<file path="config.mk">
export PLATFORM = sky130hd
export DESIGN_NAME = day_7_stream_ctrl
export DESIGN_NICKNAME = d
export VERILOG_FILES = /design/src/rtl/day_7_pkg.sv /design/src/rtl/day_7_beam_step.sv /design/src/rtl/day_7_stream_ctrl.sv
export SDC_FILE = /design/constraint.sdc
export NUM_CORES = 2
export LEC_CHECK = 0
export ABC_AREA = 1
export CORE_MARGIN = 3
export CORE_UTILIZATION = 55
export CTS_CLUSTER_DIAMETER = 150
export DETAILED_ROUTE_END_ITERATION = 8
export DONT_BUFFER_PORTS = 1
export PLACE_DENSITY = 0.71
export SLEW_MARGIN = 40
export SYNTH_ARGS = -nofsm -noshare
export SYNTH_HDL_FRONTEND = slang
export SYNTH_SLANG_ARGS = --single-unit
export TNS_END_PERCENT = 20
</file>
<file path="constraint.sdc">
create_clock -name clk -period 13.67 [get_ports clk]
set_input_delay 0.6835 -clock clk [delete_from_list [all_inputs] [get_ports clk]]
set_output_delay 0.6835 -clock clk [all_outputs]
set_load 0.01 [all_outputs]
</file>
<file path="src/rtl/day_7_pkg.sv">
// Shared types and constants for the day 7 beam-splitter stream controller.
package day_7_pkg;

    localparam int unsigned DEF_WIDTH  = 141;
    localparam int unsigned DEF_HEIGHT = 141;
    localparam int unsigned CNT_W      = 8;
    localparam int unsigned RES_W      = 32;

    localparam logic [7:0] CH_DOT   = 8'h2E;
    localparam logic [7:0] CH_SPLIT = 8'h5E;
    localparam logic [7:0] CH_START = 8'h53;
    localparam logic [7:0] CH_NL    = 8'h0A;
    localparam logic [7:0] CH_CR    = 8'h0D;

    typedef enum logic [2:0] {
        ST_IDLE,
        ST_FILL,
        ST_STEP,
        ST_DONE,
        ST_ERROR
    } state_t;

endpackage

</file>
<file path="src/rtl/day_7_beam_step.sv">
// One beam-propagation step: splitters under the beam fan out left/right.
module day_7_beam_step
    import day_7_pkg::*;
#(
    parameter int unsigned WIDTH = DEF_WIDTH
) (
    input  logic [WIDTH-1:0] beam,
    input  logic [WIDTH-1:0] row,
    output logic [WIDTH-1:0] beam_next,
    output logic [CNT_W-1:0] split_cnt
);

    logic [WIDTH-1:0] hit;
    logic [WIDTH-1:0] pass;

    assign hit  = beam & row;
    assign pass = beam & ~row;

    // Shifts stay WIDTH bits wide, so edge splits lose their outward half.
    assign beam_next = pass | (hit << 1) | (hit >> 1);

    always_comb begin
        split_cnt = '0;
        for (int unsigned i = 0; i < WIDTH; i++) begin
            split_cnt = split_cnt + CNT_W'(hit[i]);
        end
    end

endmodule

</file>
<file path="src/rtl/day_7_stream_ctrl.sv">
// Streaming day 7 controller: builds one row from ASCII bytes, then steps the beam.
module day_7_stream_ctrl
    import day_7_pkg::*;
#(
    parameter int unsigned WIDTH  = DEF_WIDTH,
    parameter int unsigned HEIGHT = DEF_HEIGHT
) (
    input  logic             clk,
    input  logic             rst,
    input  logic             start,
    input  logic             in_valid,
    output logic             in_ready,
    input  logic [7:0]       in_data,
    output logic             done,
    output logic             err,
    output logic [RES_W-1:0] result
);

    localparam int unsigned COL_W = $clog2(WIDTH + 1);
    localparam int unsigned ROW_W = $clog2(HEIGHT + 1);

    state_t             state,   state_n;
    logic [WIDTH-1:0]   row_buf, row_n;
    logic [WIDTH-1:0]   smask,   smask_n;
    logic [WIDTH-1:0]   beam,    beam_n;
    logic [COL_W-1:0]   col,     col_n;
    logic [ROW_W-1:0]   row_idx, row_idx_n;
    logic [RES_W-1:0]   sum,     sum_n;
    logic [RES_W-1:0]   result_n;
    logic [WIDTH-1:0]   step_beam;
    logic [CNT_W-1:0]   step_cnt;

    day_7_beam_step #(.WIDTH(WIDTH)) u_step (
        .beam      (beam),
        .row       (row_buf),
        .beam_next (step_beam),
        .split_cnt (step_cnt)
    );

    always_comb begin
        state_n   = state;
        row_n     = row_buf;
        smask_n   = smask;
        beam_n    = beam;
        col_n     = col;
        row_idx_n = row_idx;
        sum_n     = sum;
        result_n  = result;

        case (state)
            ST_IDLE, ST_DONE, ST_ERROR: begin
                if (start) begin
                    row_n     = '0;
                    smask_n   = '0;
                    beam_n    = '0;
                    col_n     = '0;
                    row_idx_n = '0;
                    sum_n     = '0;
                    result_n  = '0;
                    state_n   = ST_FILL;
                end
            end

            ST_FILL: begin
                if (in_valid && in_ready) begin
                    case (in_data)
                        CH_DOT, CH_SPLIT, CH_START: begin
                            if (col == COL_W'(WIDTH)) begin
                                state_n = ST_ERROR;
                            end else begin
                                row_n[col] = (in_data == CH_SPLIT);
                                if (in_data == CH_START) begin
                                    smask_n[col] = 1'b1;
                                end
                                col_n = col + COL_W'(1);
                            end
                        end
                        CH_CR: ;
                        CH_NL: state_n = (col == COL_W'(WIDTH)) ? ST_STEP : ST_ERROR;
                        default: state_n = ST_ERROR;
                    endcase
                end
            end

            ST_STEP: begin
                // Row 0 only seeds the beam from its single S; later rows propagate it.
                if (row_idx == '0) begin
                    if (!$onehot(smask)) begin
                        state_n = ST_ERROR;
                    end else begin
                        beam_n = smask;
                    end
                end else if (smask != '0) begin
                    state_n = ST_ERROR;
                end else begin
                    beam_n = step_beam;
                    sum_n  = sum + RES_W'(step_cnt);
                end

                if (state_n != ST_ERROR) begin
                    row_n     = '0;
                    smask_n   = '0;
                    col_n     = '0;
                    row_idx_n = row_idx + ROW_W'(1);
                    if (row_idx == ROW_W'(HEIGHT - 1)) begin
                        state_n  = ST_DONE;
                        result_n = sum_n;
                    end else begin
                        state_n = ST_FILL;
                    end
                end
            end

            default: state_n = ST_IDLE;
        endcase
    end

    always_ff @(posedge clk or posedge rst) begin
        if (rst) begin
            state    <= ST_IDLE;
            row_buf  <= '0;
            smask    <= '0;
            beam     <= '0;
            col      <= '0;
            row_idx  <= '0;
            sum      <= '0;
            result   <= '0;
            in_ready <= 1'b0;
            done     <= 1'b0;
            err      <= 1'b0;
        end else begin
            state    <= state_n;
            row_buf  <= row_n;
            smask    <= smask_n;
            beam     <= beam_n;
            col      <= col_n;
            row_idx  <= row_idx_n;
            sum      <= sum_n;
            result   <= result_n;
            in_ready <= (state_n == ST_FILL);
            done     <= (state_n == ST_DONE);
            err      <= (state_n == ST_ERROR);
        end
    end

endmodule

</file>
Yosys cells after proc, flatten, opt, wreduce, memory -nomap -nowiden

Cells that the tools add are included.

Register bits: 509
Input port bits: 12

Add/subtract/negate cells: 283
$lt $le $gt $ge: 2
Equality and inequality tests: 25
Mux-type cells: 45
Bitwise logic cells: 6
Reductions and logical operators: 15

Operator list:

| cell                  | count |
|---|---|
| $mux W141             | 12 |
| $add A8 B1 Y8         | 139 |
| $pmux W141 S3         | 2 |
| $and A141 B141 Y141   | 2 |
| $or A141 B141 Y141    | 2 |
| $pmux W141 S2         | 1 |
| $mux W32              | 5 |
| $add A1 B1 Y2         | 71 |
| $bwmux W141           | 1 |
| $not A141 Y141        | 1 |
| $or A141 B140 Y141    | 1 |
| $reduce_bool A141 Y1  | 1 |
| $pmux W32 S2          | 2 |
| $add A2 B2 Y3         | 35 |
| $add A3 B3 Y4         | 17 |
| $mux W8               | 6 |
| $add A4 B4 Y5         | 9 |
| $add A32 B8 Y32       | 1 |
| $mux W3               | 9 |
| $add A5 B5 Y6         | 4 |
| $pmux W8 S3           | 1 |
| $pmux W3 S3           | 2 |
| $add A8 B1 Y8 const B | 2 |
| $eq A8 B4 Y1 const B  | 2 |
| 30 further kinds      | 48 |

Longest topological paths before layout

Word-level depth: 147
Gate-level depth with buffers: 42
Depth with buffers taken out: 42

Cells and area by module

Synthesis repeated with hierarchy kept, for this count alone.

Cells, all modules: 4,752
Area, all modules: 36,227.2 sq um

By module, submodules not included:

| module            | instances | cells an instance | area each (sq um) | seq. area each (sq um) |
|---|---|---|---|---|
| day_7_stream_ctrl | 1         | 3,948             | 30,365.4          | 12,737.2 |
| day_7_beam_step   | 1         | 804               | 5,861.9           | 0.0 |

Worst setup path before layout

Ideal clock, no wire load.

Path kind: register to register
Start: reg row_buf[1]
End: reg result[28]
Setup time: 83 ps
Arrival: 8,206 ps
Slack: 5,381 ps
Stages on the path, launching flop included: 37
Clock period less this slack: 8,289 ps
Cells stage by stage: dfrtp_1 > nand2_1 > inv_1 > ha_1 > fa_1 > inv_1 > fa_1 > inv_1 > fa_1 > fa_1 > fa_1 > fa_1 > fa_1 > fa_1 > fa_1 > inv_1 > fa_1 > fa_1 > o21ai_0 > nand2_1 > nand2_1 > a21oi_1 > xor2_1 > ha_1 > nand2_1 > nor2_1 > and2_1 > nand2_1 > nand2_1 > nand2_1 > nand2_1 > nand2_1 > nand3_1 > nand2_1 > nand2_1 > nand3_1 > o21ai_0

Word-level cells in the longest chain between the ends: 147

Ends and longest elaborated chain:

| item                          | line                     | RTL |
|---|---|---|
| start: declaration            | day_7_stream_ctrl.sv:23  | `logic [WIDTH-1:0] row_buf, row_n;` |
| start signal: assignment      | day_7_stream_ctrl.sv:133 | `row_buf <= row_n;` |
| $and A141 B141 Y141           | day_7_beam_step.sv:16    | `assign hit = beam & row;` |
| $add A1 B1 Y2                 | day_7_beam_step.sv:25    | `split_cnt = split_cnt + CNT_W'(hit[i]);` |
| $add A8 B1 Y8 (139 in series) | day_7_beam_step.sv:25    |  |
| $add A32 B8 Y32               | day_7_stream_ctrl.sv:97  | `sum_n = sum + RES_W'(step_cnt);` |
| $mux W32                      | day_7_stream_ctrl.sv:93  | `end else if (smask != '0) begin` |
| $mux W32                      | day_7_stream_ctrl.sv:87  | `if (row_idx == '0) begin` |
| $mux W32                      | day_7_stream_ctrl.sv:105 | `if (row_idx == ROW_W'(HEIGHT - 1)) begin` |
| $mux W32                      | day_7_stream_ctrl.sv:100 | `if (state_n != ST_ERROR) begin` |
| $pmux W32 S2                  | day_7_stream_ctrl.sv:50  | `case (state)` |
| end signal: assignment        | day_7_stream_ctrl.sv:139 | `result <= result_n;` |
| end: declaration              | day_7_stream_ctrl.sv:16  | `output logic [RES_W-1:0] result` |

No other way between the ends. The select of a mux whose other input is x is not followed.
A chain may end at the register's enable or synchronous reset.

Worst setup path in the final report

Start: reg smask[77]
End: reg smask[102]

Word-level cells in the longest chain between the ends: 15
Elaborated cells on any way between the ends: 17

Ends and longest elaborated chain:

| item                                 | line                     | RTL |
|---|---|---|
| start: declaration                   | day_7_stream_ctrl.sv:24  | `logic [WIDTH-1:0] smask, smask_n;` |
| start signal: assignment             | day_7_stream_ctrl.sv:134 | `smask <= smask_n;` |
| $add A1 B1 Y2 (not written as such)  | day_7_stream_ctrl.sv:88  | `if (!$onehot(smask)) begin` |
| $add A2 B2 Y3 (not written as such)  | day_7_stream_ctrl.sv:88  |  |
| $add A3 B3 Y4 (not written as such)  | day_7_stream_ctrl.sv:88  |  |
| $add A4 B4 Y5 (not written as such)  | day_7_stream_ctrl.sv:88  |  |
| $add A5 B5 Y6 (not written as such)  | day_7_stream_ctrl.sv:88  |  |
| $add A6 B6 Y7 (not written as such)  | day_7_stream_ctrl.sv:88  |  |
| $add A7 B7 Y8 (not written as such)  | day_7_stream_ctrl.sv:88  |  |
| $add A8 B5 Y8 (not written as such)  | day_7_stream_ctrl.sv:88  |  |
| $eq A8 B1 Y1                         | day_7_stream_ctrl.sv:88  |  |
| $mux W3                              | day_7_stream_ctrl.sv:88  |  |
| $mux W3 *                            | day_7_stream_ctrl.sv:87  |  |
| $mux W3 *                            | day_7_stream_ctrl.sv:50  |  |
| $ne A3 B3 Y1 *                       | day_7_stream_ctrl.sv:100 |  |
| $ne A2 B2 Y1 (no source line) *      | n/a                      |  |
| $reduce_and A7 Y1 (no source line) * | n/a                      |  |

Every way passes the cells marked *; elsewhere a longest branch is shown, timed or not. The select of a mux whose other input is x is not followed.

==> results_dict.tcl <==
set metrics [dict create \
    status "completed" \
    wl_per_cell_um 20.5 \
    drive_above_1_share 0.0379 \
    drt_iter0_drc 3539 \
    vias_per_cell 5.73 \
    final.fill_count 6045 \
    worst-setup-path-type "reg2reg" \
    path_max_fanout 125 \
    slew_violations 0 \
    clk_latency_ns 0.64 \
    grt_max_degree 227 \
    avgSynthCellArea_um2 7.43 \
    cts_tree "done" \
    cts.clk_slew.worst_paths_ns 0.06 \
    path_common_cell "fa_1" \
    antenna_left 0 \
    syn_nets 5291 \
    rsz0062_at_grt "false" \
    grt_pass1_wl_um 183000 \
    path_buf_inv 10 \
    die_h_um 265 \
    portBuffers 0 \
    fin_crit_ns 9.58 \
    clock_skew_ns 0.0217 \
    timing.slew.headroom 0.389 \
    dr.pass1.iters 6 \
    syn_inst 4957 \
    hp-class "in2reg" \
    tightest_slew_ns 0.916 \
    ys_seq_elements 509 \
    cp.arrival_ns 10.07 \
    antenna_found_initial 2 \
    clock-root-buffer "clkbuf_16" \
    critical-path-top-delay-family "adder cells" \
    ys_seq_area_frac 0.346 \
    num_vias 32900 \
    worstHoldStart "start" \
    boundaryPins 47 \
    area_growth_pct 6.82 \
    crit_slowest_cell "fa_1" \
    worstPathRequired_ns 14.16 \
    synth.distinct_cells 45 \
    maxCapViolations 0 \
    dpl.hpwl_um 83500 \
    utilization 0.596 \
    async_flop_share 1.00 \
    rr_startpoint "smask[77]" \
    yosys_warnings 0 \
    finalCritPeriodShare 0.700 \
    place.gp.congestion 0.982 \
    synth_flop_cell "dfrtp_1" \
    core.rowCount 94 \
    grt_pass1_vias 31000 \
    grt.overflow.total 0 \
    grt_usage 0.340 \
    htree_levels 2 \
    fmax_mhz 104 \
    hold_viol 0 \
    slowest_delay_ns 0.58 \
    finalSetupViolCount 0 \
    cts_buffer_depth 3 \
    synth_edf_count 0 \
    start_util 0.558 \
    finalNetCount 5163 \
    setup_tns_ns 0 \
    die_area_um2 70100 \
    clkSinkCount 509 \
    syn_area_um2 36800 \
    drc 0 \
    core_um2 66000 \
    die_w_um 265 \
    cp-startpoint "smask[77]" \
    worstSetupStartpointType "flip-flop" \
    numCtsBuffers 59 \
    crit_path_end_kind "flip-flop" \
    drt_wl_total_um 118000 \
]
## placed cells by master (no fill, tap or decap), types with 3 or more instances in the layout
cell type,n
nand2_1,1142
inv_1,823
o21ai_0,583
nor2_1,527
dfrtp_1,509
fa_1,257
a21oi_1,231
nor3_1,199
a211oi_1,112
nand3_1,76
ha_1,65
clkbuf_16,61
o21ai_1,58
a221oi_1,27
nand4_1,26
buf_4,24
clkbuf_8,19
clkinv_2,14
buf_6,13
xor2_1,12
inv_2,11
xnor2_1,10
clkbuf_1,8
nor2_2,7
nor2_4,6
nand3b_1,5
o211ai_1,4
o21bai_1,4
bufinv_16,4
buf_12,4
o22ai_1,3
clkinvlp_4,3
inv_6,3
## routing by layer
layer	routed length (um)	up-vias	track usage
met2	51500	1501	0.517
met4	7100	2	0.175
met1	48200	15800	0.465
li1	-	15300	-
met5	11	-	0
met3	11100	305	0.0689
## flip-flops by register name, summed over array words and instances (netlist names)
register,count
beam,141
row_buf,141
smask,141
result,32
sum,32
col,8
row_idx,8
state,3
done,1
err,1
in_ready,1
## cell families after synthesis
logic type | Yosys count | share of synthesized area
AOI/OAI and AO/OA | 1026 | 0.151
xor gates and xnor gates | 22 | 0.00523
adders and majority gates | 322 | 0.162
buffers and inverters | 1075 | 0.118
DFF | 509 | 0.346
and+or+nand+nor | 2003 | 0.219
## synth_stat cells, drive strengths merged (65+ instances only)
| master | instances | area (um2) |
|---|---|---|
| buf | 82 | 577 |
| nor3 | 202 | 1030 |
| ha | 65 | 813 |
| nor2 | 540 | 2060 |
| fa | 257 | 5140 |
| a21oi | 232 | 1160 |
| nand3 | 78 | 408 |
| inv | 840 | 3160 |
| clkbuf | 151 | 584 |
| o21ai | 641 | 3210 |
| dfrtp | 509 | 12700 |
| nand2 | 1145 | 4300 |
| a211oi | 112 | 841 |
## worst paths after layout
kind / to / slack [ns] / cells after the start
worst min-delay path: state[2] / 0.35 / 3
worst min register to register: row_buf[98] / 0.51 / 2
max in group asynchronous: row_buf[84] / 10.68 / 6
min in group asynchronous: row_buf[8] / 0.55 / 2
worst max register to register: smask[102] / 4.09 / 29
worst max-delay path: smask[102] / 4.09 / 29
## layout make-up
| cell class | instances | area [um2] | share of cell area |
|---|---|---|---|
| inverter | 842 | 3190 | 0.0811 |
| sequential | 509 | 12700 | 0.324 |
| clock buffer | 88 | 1820 | 0.0462 |
| tap | 864 | 1080 | 0.0275 |
| timing repair buffer | 44 | 472 | 0.0120 |
| antenna | 1 | 2.50 | 0.0000636 |
| multi-input combinational | 3373 | 19800 | 0.504 |
| clock inverter | 21 | 218 | 0.00554 |
## through the flow
stage | hold WS [ns] | cell area (um2) | std cells | worst slack (ns)
global route | 0.354 | 39300 | 5741 | 3.69
floorplan | 0.465 | 36800 | 4957 | 5.38
finish | 0.346 | 39300 | 5742 | 4.09
CTS | 0.324 | 39200 | 5739 | 4.16
global placement | 0.486 | 37100 | 5627 | 4.31
detailed placement | 0.494 | 37200 | 5629 | 4.18
## tightest hold or removal path, stage by stage
cell	delay [ns]
inv_1	0.05
nand3_1	0.10
nand3_1	0.09
## repair_timing
action / in CTS / in global routing
gates resized for setup: 0 / 0
endpoints found under the hold margin: 16 / 0
hold buffers: 1 / 0
endpoints found under the setup margin: 0 / 0
buffers inserted: 0 / 0
Power is not shown: default switching activity piles up to over one toggle a cycle in this logic, so the estimate is an artifact.
